## src/rtl/gate_code_pkg.sv

```systemverilog
// Shared definitions for the gate vector decoder: the legal codewords,
// the bit position of each gate output, the FSM states and the buffer entry.
package gate_code_pkg;

  // Legal gate vectors for each operand pair {A,B}
  localparam logic [7:0] CW_00 = 8'hEC;
  localparam logic [7:0] CW_01 = 8'h56;
  localparam logic [7:0] CW_10 = 8'h96;
  localparam logic [7:0] CW_11 = 8'h23;

  // Bit position of each gate output inside the vector
  localparam int BIT_AND   = 0;
  localparam int BIT_OR    = 1;
  localparam int BIT_NAND  = 2;
  localparam int BIT_NOR   = 3;
  localparam int BIT_XOR   = 4;
  localparam int BIT_XNOR  = 5;
  localparam int BIT_NOT_A = 6;
  localparam int BIT_NOT_B = 7;

  typedef enum logic {
    ST_RUN   = 1'b0,
    ST_FAULT = 1'b1
  } state_t;

  typedef struct packed {
    logic err;
    logic a;
    logic b;
  } entry_t;

  // Map a gate vector to its buffer entry; anything that is not one of the
  // four codewords becomes an error entry with both operands forced to 0.
  function automatic entry_t decode_vec(input logic [7:0] vec);
    entry_t e;
    e = '{err: 1'b1, a: 1'b0, b: 1'b0};
    case (vec)
      CW_00:   e = '{err: 1'b0, a: 1'b0, b: 1'b0};
      CW_01:   e = '{err: 1'b0, a: 1'b0, b: 1'b1};
      CW_10:   e = '{err: 1'b0, a: 1'b1, b: 1'b0};
      CW_11:   e = '{err: 1'b0, a: 1'b1, b: 1'b1};
      default: e = '{err: 1'b1, a: 1'b0, b: 1'b0};
    endcase
    return e;
  endfunction

endpackage

```

## src/rtl/gate_dec_fifo.sv

```systemverilog
// Two-entry synchronous FIFO holding decoded entries. Slot 0 is always the
// head, so the head value comes straight from a register.
module gate_dec_fifo
  import gate_code_pkg::*;
(
  input  logic   clk,
  input  logic   rst_n,
  input  logic   push,
  input  logic   pop,
  input  entry_t din,
  output logic   full,
  output logic   empty,
  output entry_t head
);

  entry_t     slot0_r;
  entry_t     slot1_r;
  logic [1:0] count_r;
  logic       do_push_s;
  logic       do_pop_s;

  // Qualify requests: no push into a full buffer (even with a pop), no pop from empty
  always_comb begin
    do_push_s = push & (count_r != 2'd2);
    do_pop_s  = pop & (count_r != 2'd0);
  end

  // Storage and occupancy update; a pop shifts slot 1 into the head slot
  always_ff @(posedge clk) begin
    if (!rst_n) begin
      slot0_r <= '{err: 1'b0, a: 1'b0, b: 1'b0};
      slot1_r <= '{err: 1'b0, a: 1'b0, b: 1'b0};
      count_r <= 2'd0;
    end else begin
      case ({do_push_s, do_pop_s})
        2'b10: begin
          if (count_r == 2'd0) begin
            slot0_r <= din;
          end else begin
            slot1_r <= din;
          end
          count_r <= count_r + 2'd1;
        end
        2'b01: begin
          slot0_r <= slot1_r;
          count_r <= count_r - 2'd1;
        end
        2'b11: begin
          if (count_r == 2'd1) begin
            slot0_r <= din;
          end else begin
            slot0_r <= slot1_r;
            slot1_r <= din;
          end
        end
        default: begin
          count_r <= count_r;
        end
      endcase
    end
  end

  // Status flags derived from the occupancy register
  always_comb begin
    full  = (count_r == 2'd2);
    empty = (count_r == 2'd0);
    head  = slot0_r;
  end

endmodule

```

## src/rtl/gate_vector_decoder.sv

```systemverilog
// Receive-side decoder for the eight-bit gate vector: recovers {A,B}, flags
// illegal words, counts errors, latches a fault after a run of consecutive
// bad words, and buffers results behind a valid/ready output.
module gate_vector_decoder
  import gate_code_pkg::*;
#(
  parameter int CNT_W     = 8,
  parameter int ERR_LIMIT = 4
) (
  input  logic             clk,
  input  logic             rst_n,
  input  logic             in_valid,
  output logic             in_ready,
  input  logic [7:0]       in_vec,
  input  logic             clr_fault,
  output logic             out_valid,
  input  logic             out_ready,
  output logic             out_a,
  output logic             out_b,
  output logic             out_err,
  output logic             fault,
  output logic [CNT_W-1:0] err_count
);

  // Consecutive-error counter is 4 bits, enough for a limit of up to 15
  localparam logic [3:0]       LIMIT   = 4'(ERR_LIMIT);
  localparam logic [CNT_W-1:0] CNT_MAX = {CNT_W{1'b1}};

  state_t           state_r;
  logic             fault_r;
  logic [3:0]       consec_r;
  logic [CNT_W-1:0] err_count_r;

  entry_t           dec_s;
  entry_t           head_s;
  logic             full_s;
  logic             empty_s;
  logic             in_ready_s;
  logic             accept_s;
  logic             pop_s;
  logic [3:0]       consec_next_s;

  // Decode the offered word and form the two handshakes
  always_comb begin
    dec_s         = decode_vec(in_vec);
    in_ready_s    = rst_n & (state_r == ST_RUN) & ~full_s;
    accept_s      = in_valid & in_ready_s;
    pop_s         = ~empty_s & out_ready;
    consec_next_s = consec_r + 4'd1;
  end

  gate_dec_fifo u_fifo (
    .clk   (clk),
    .rst_n (rst_n),
    .push  (accept_s),
    .pop   (pop_s),
    .din   (dec_s),
    .full  (full_s),
    .empty (empty_s),
    .head  (head_s)
  );

  // Error counters and RUN/FAULT state; clr_fault overrides any increment
  always_ff @(posedge clk) begin
    if (!rst_n) begin
      state_r     <= ST_RUN;
      fault_r     <= 1'b0;
      consec_r    <= 4'd0;
      err_count_r <= '0;
    end else if (clr_fault) begin
      state_r     <= ST_RUN;
      fault_r     <= 1'b0;
      consec_r    <= 4'd0;
      err_count_r <= '0;
    end else begin
      case (state_r)
        ST_RUN: begin
          if (accept_s && dec_s.err) begin
            consec_r <= consec_next_s;
            if (err_count_r != CNT_MAX) begin
              err_count_r <= err_count_r + CNT_W'(1);
            end
            if (consec_next_s == LIMIT) begin
              state_r <= ST_FAULT;
              fault_r <= 1'b1;
            end
          end else if (accept_s) begin
            consec_r <= 4'd0;
          end
        end
        ST_FAULT: begin
          fault_r <= 1'b1;
        end
        default: begin
          state_r <= ST_FAULT;
          fault_r <= 1'b1;
        end
      endcase
    end
  end

  // Drive the ports from the registered state and the buffer head
  always_comb begin
    in_ready  = in_ready_s;
    out_valid = ~empty_s;
    out_a     = head_s.a;
    out_b     = head_s.b;
    out_err   = head_s.err;
    fault     = fault_r;
    err_count = err_count_r;
  end

endmodule
```

## config.mk

```make
export PLATFORM = sky130hd
export DESIGN_NAME = gate_vector_decoder
export DESIGN_NICKNAME = d
export VERILOG_FILES = /design/src/rtl/gate_code_pkg.sv /design/src/rtl/gate_dec_fifo.sv /design/src/rtl/gate_vector_decoder.sv
export SDC_FILE = /design/constraint.sdc
export NUM_CORES = 1
export LEC_CHECK = 0
export CORE_AREA = 5 5 64 66
export CTS_BUF_LIST = sky130_fd_sc_hd__clkbuf_16
export DETAILED_ROUTE_END_ITERATION = 10
export DIE_AREA = 0 0 69 71
export GPL_ROUTABILITY_DRIVEN = 1
export PLACE_DENSITY_LB_ADDON = 0.05
export SLEW_MARGIN = 20
export SYNTH_ARGS = -nofsm -noshare
export SYNTH_HDL_FRONTEND = slang
export SYNTH_SLANG_ARGS = --single-unit
```

## constraint.sdc

```tcl
create_clock -name clk -period 4.7 [get_ports clk]
set_clock_uncertainty 0.05 [all_clocks]
set_input_delay 0.47 -clock clk [delete_from_list [all_inputs] [get_ports clk]]
set_output_delay 0.47 -clock clk [all_outputs]
set_load 0.05 [all_outputs]
```

==> impl_metrics.csv <==
group,metric,value,unit
placed_design,io_buffers,26,
sta,setup_viol,0,
final_layout,multiInputGateArea,840,um2
sta,rsz0062_at_grt,"false",
global_route,antenna_found_initial,0,
worst_setup_path,cp-end-kind,"primary output",
logic_synthesis,yosysTopAreaCellShare,33.0,%
global_route,grt_pass1_vias,1141,
final_layout,final_util,49.2,%
clocking,cts_root_buf,"clkbuf_16",
logic_synthesis,synth_nets,168,
power_and_ir_drop,p_seq_share,30.0,%
worst_setup_path,cp-start-kind,"input pin",
worst_setup_path,reg2reg_depth,10,
global_route,grt_overflow_total,0,
final_layout,ff_latch_area,440,um2
worst_setup_path,crit_type,"in -> out",
logic_synthesis,netlist_instances,147,
hold_path,hold_class,"reg -> reg",
worst_setup_path,crit_required,4180,ps
clocking,cts.sinks,22,
power_and_ir_drop,power_frac_clock,32.6,%
final_layout,stdcell_area,1730,um2
clocking,clk_latency,260,ps
flow_run,drv_cap,0,
outcome,status,"finished clean",
placed_design,placed_area,1630,um2
floorplanning,die_w,69,um
logic_synthesis,ys.flop_type,"dfxtp_1",
clocking,cts_setup_buffers,0,
route,drtPass1Iterations,6,
logic_synthesis,synthArstFlopShare,0,%
floorplanning,rows,22,
route,via_per_inst,5.35,
power_and_ir_drop,power_density,428,nW/um2
sta,max_freq,357,MHz
worst_setup_path,worstPathArrival,2280,ps
final_layout,drive_above_1_share,10.5,%
route,drtIter0Drc,65,
floorplanning,die-area,4900,um2
final_layout,finalNonFillerCells,220,
placed_design,hpwl,2200,um
clocking,cts.htree.levels,1,
global_route,grt_pass1_wl,5060,um
logic_synthesis,synth.distinct_cells,47,
floorplanning,pin_count,27,
global_route,grt_max_degree,17,
global_route,grt_use_total,12.4,%
logic_synthesis,yosys_warnings,0,
final_layout,fillers,371,
clocking,clock_path_buffers,2,
final_layout,area_growth,29.8,%
final_layout,antenna_cells,0,
clocking,cts_tree,"built",
sta,slew_headroom,50.9,%
route,routed-via-count,1177,
route,wirelength,3030,um
power_and_ir_drop,ir_drop,0.237,mV
power_and_ir_drop,p_sw_share,34.7,%
clocking,clkSlewWorstSetupHoldPaths,70,ps
sta,min_period,2800,ps
sta,fin_crit_sh,59.6,%
logic_synthesis,yosys.cell_count.top_type,"dfxtp_1",
clocking,ctsHoldBuffers,0,
sta,tightestPinTransition,736,ps
logic_synthesis,synth.top_cells.by_count,"dfxtp_1 (22), nand2_1 (20), a21oi_1 (9), ha_1 (8), o21ai_0 (8)",
sta,final-hold-violation-count,0,
logic_synthesis,synthTopCellsByArea,"dfxtp_1 (33%), ha_1 (7.5%), nand2_1 (5.6%)",
power_and_ir_drop,switchingPower,0.258,mW
floorplanning,core,3520,um2
logic_synthesis,netlist_area,1340,um2
route,drc,0,
floorplanning,start_util,37.9,%
placed_design,place_congestion,0.791,
logic_synthesis,yosys.area.top_type,"dfxtp_1",
clocking,cts_buffers,3,
power_and_ir_drop,pwr-share-comb,37.4,%
worst_setup_path,path_max_fanout,11,
clocking,cts_resized,0,
hold_path,min_path_cells,2,
logic_synthesis,ys_seq_area_share,33.0,%
route,wire_per_inst,13.8,um
floorplanning,fp.dieH,71,um
sta,maxSlewViolCount,0,
power_and_ir_drop,p_leak,0.658,nW
logic_synthesis,avgSynthCellArea,9.08,um2
power_and_ir_drop,p_int,0.485,mW
route,postRouteAntennaNets,0,
logic_synthesis,yosys_register_bits,22,
sta,fin_setup_tns,0,ps
placed_design,dp_cells,216,
final_layout,fin_nets,194,
logic_synthesis,synth_edf_count,0,
-- worst max-delay path: stages --
cell and delay, ps:
clkdlybuf4s50_1 670, nor3b_4 300, clkdlybuf4s50_1 840
-- state kept, by name, summed over array words and instances, names as in the netlist --
| signal | flops |
|---|---|
| fault | 1 |
| consec_r | 4 |
| u_fifo.slot1_r | 3 |
| state_r | 1 |
| u_fifo.count_r | 2 |
| u_fifo.head | 3 |
| err_count | 8 |
-- per-layer routing --
layer,wire length [um],vias up,track usage [%],share of wire (%)
met5,0,-,0,0
met4,46,0,4.56,1.5
met2,1330,26,21.3,44
li1,-,592,-,-
met1,1490,554,14.5,49
met3,165,5,3.84,5.4
-- final timing paths --
kind | from | endpoint | slack, ps
worst max-delay path | rst_n | in_ready | 1900
worst min-delay path | consec_r[1] | consec_r[1] | 430
worst max register to register | u_fifo.count_r[0] | u_fifo.slot1_r[2] | 2640
worst min register to register | consec_r[1] | consec_r[1] | 430
-- cells by family after synthesis --
kind of cell / share of synthesized area [%]
AND/OR/NAND/NOR: 28.8
AO/OA/AOI/OAI: 21.6
flip-flops: 33.0
buffers and inverters: 4.12
adder cells (fa/ha/maj): 7.50
multiplexers: 3.75
XOR/XNOR: 1.31
-- stage by stage --
step | setup WS [ps] | power, mW | hold slack [ps]
2_1_floorplan | 2410 | 0.427 | 399
3_3_place_gp | 1910 | 0.499 | 420
3_5_place_dp | 1910 | 0.507 | 425
4_1_cts | 1890 | 0.751 | 434
5_1_grt | 1800 | 0.781 | 465
6_report | 1900 | 0.742 | 434
-- final cells by class --
| class | count | area share, % |
|---|---|---|
| repair buffers | 26 | 15.0 |
| flip-flops and latches | 22 | 25.4 |
| clock inverters | 1 | 1.73 |
| well taps | 48 | 3.47 |
| inverters | 6 | 1.59 |
| multi-input cells | 114 | 48.4 |
| clock buffers | 3 | 4.33 |
-- power by group through the flow --
| stage | Sequential, mW | Combinational (mW) | Clock, mW |
|---|---|---|---|
| 2_1_floorplan | 0.263 | 0.164 | 0 |
| 6_report | 0.223 | 0.278 | 0.242 |
| 3_5_place_dp | 0.227 | 0.280 | 0 |
| 5_1_grt | 0.226 | 0.302 | 0.253 |
| 3_3_place_gp | 0.226 | 0.273 | 0 |
| 4_1_cts | 0.223 | 0.282 | 0.246 |
-- layout by cell type (no fill, tap or decap), types with 2 or more instances in the layout --
master and n:
clkdlybuf4s50_1 26, nand3_1 6, clkbuf_16 3, a21oi_1 9
a31oi_1 5, a41o_1 3, xnor2_1 2, nand3b_1 2
and3_1 2, nor2_1 4, nor2b_1 4, o22ai_2 2
nand2b_1 3, ha_1 8, o21ai_0 8, nand2_1 20
inv_1 5, mux2i_1 5, or4bb_1 2, nand4b_1 2
and2_1 2, o31ai_1 3, o21a_1 2, dfxtp_1 22
Note: power is estimated with default switching activity, not from simulation.
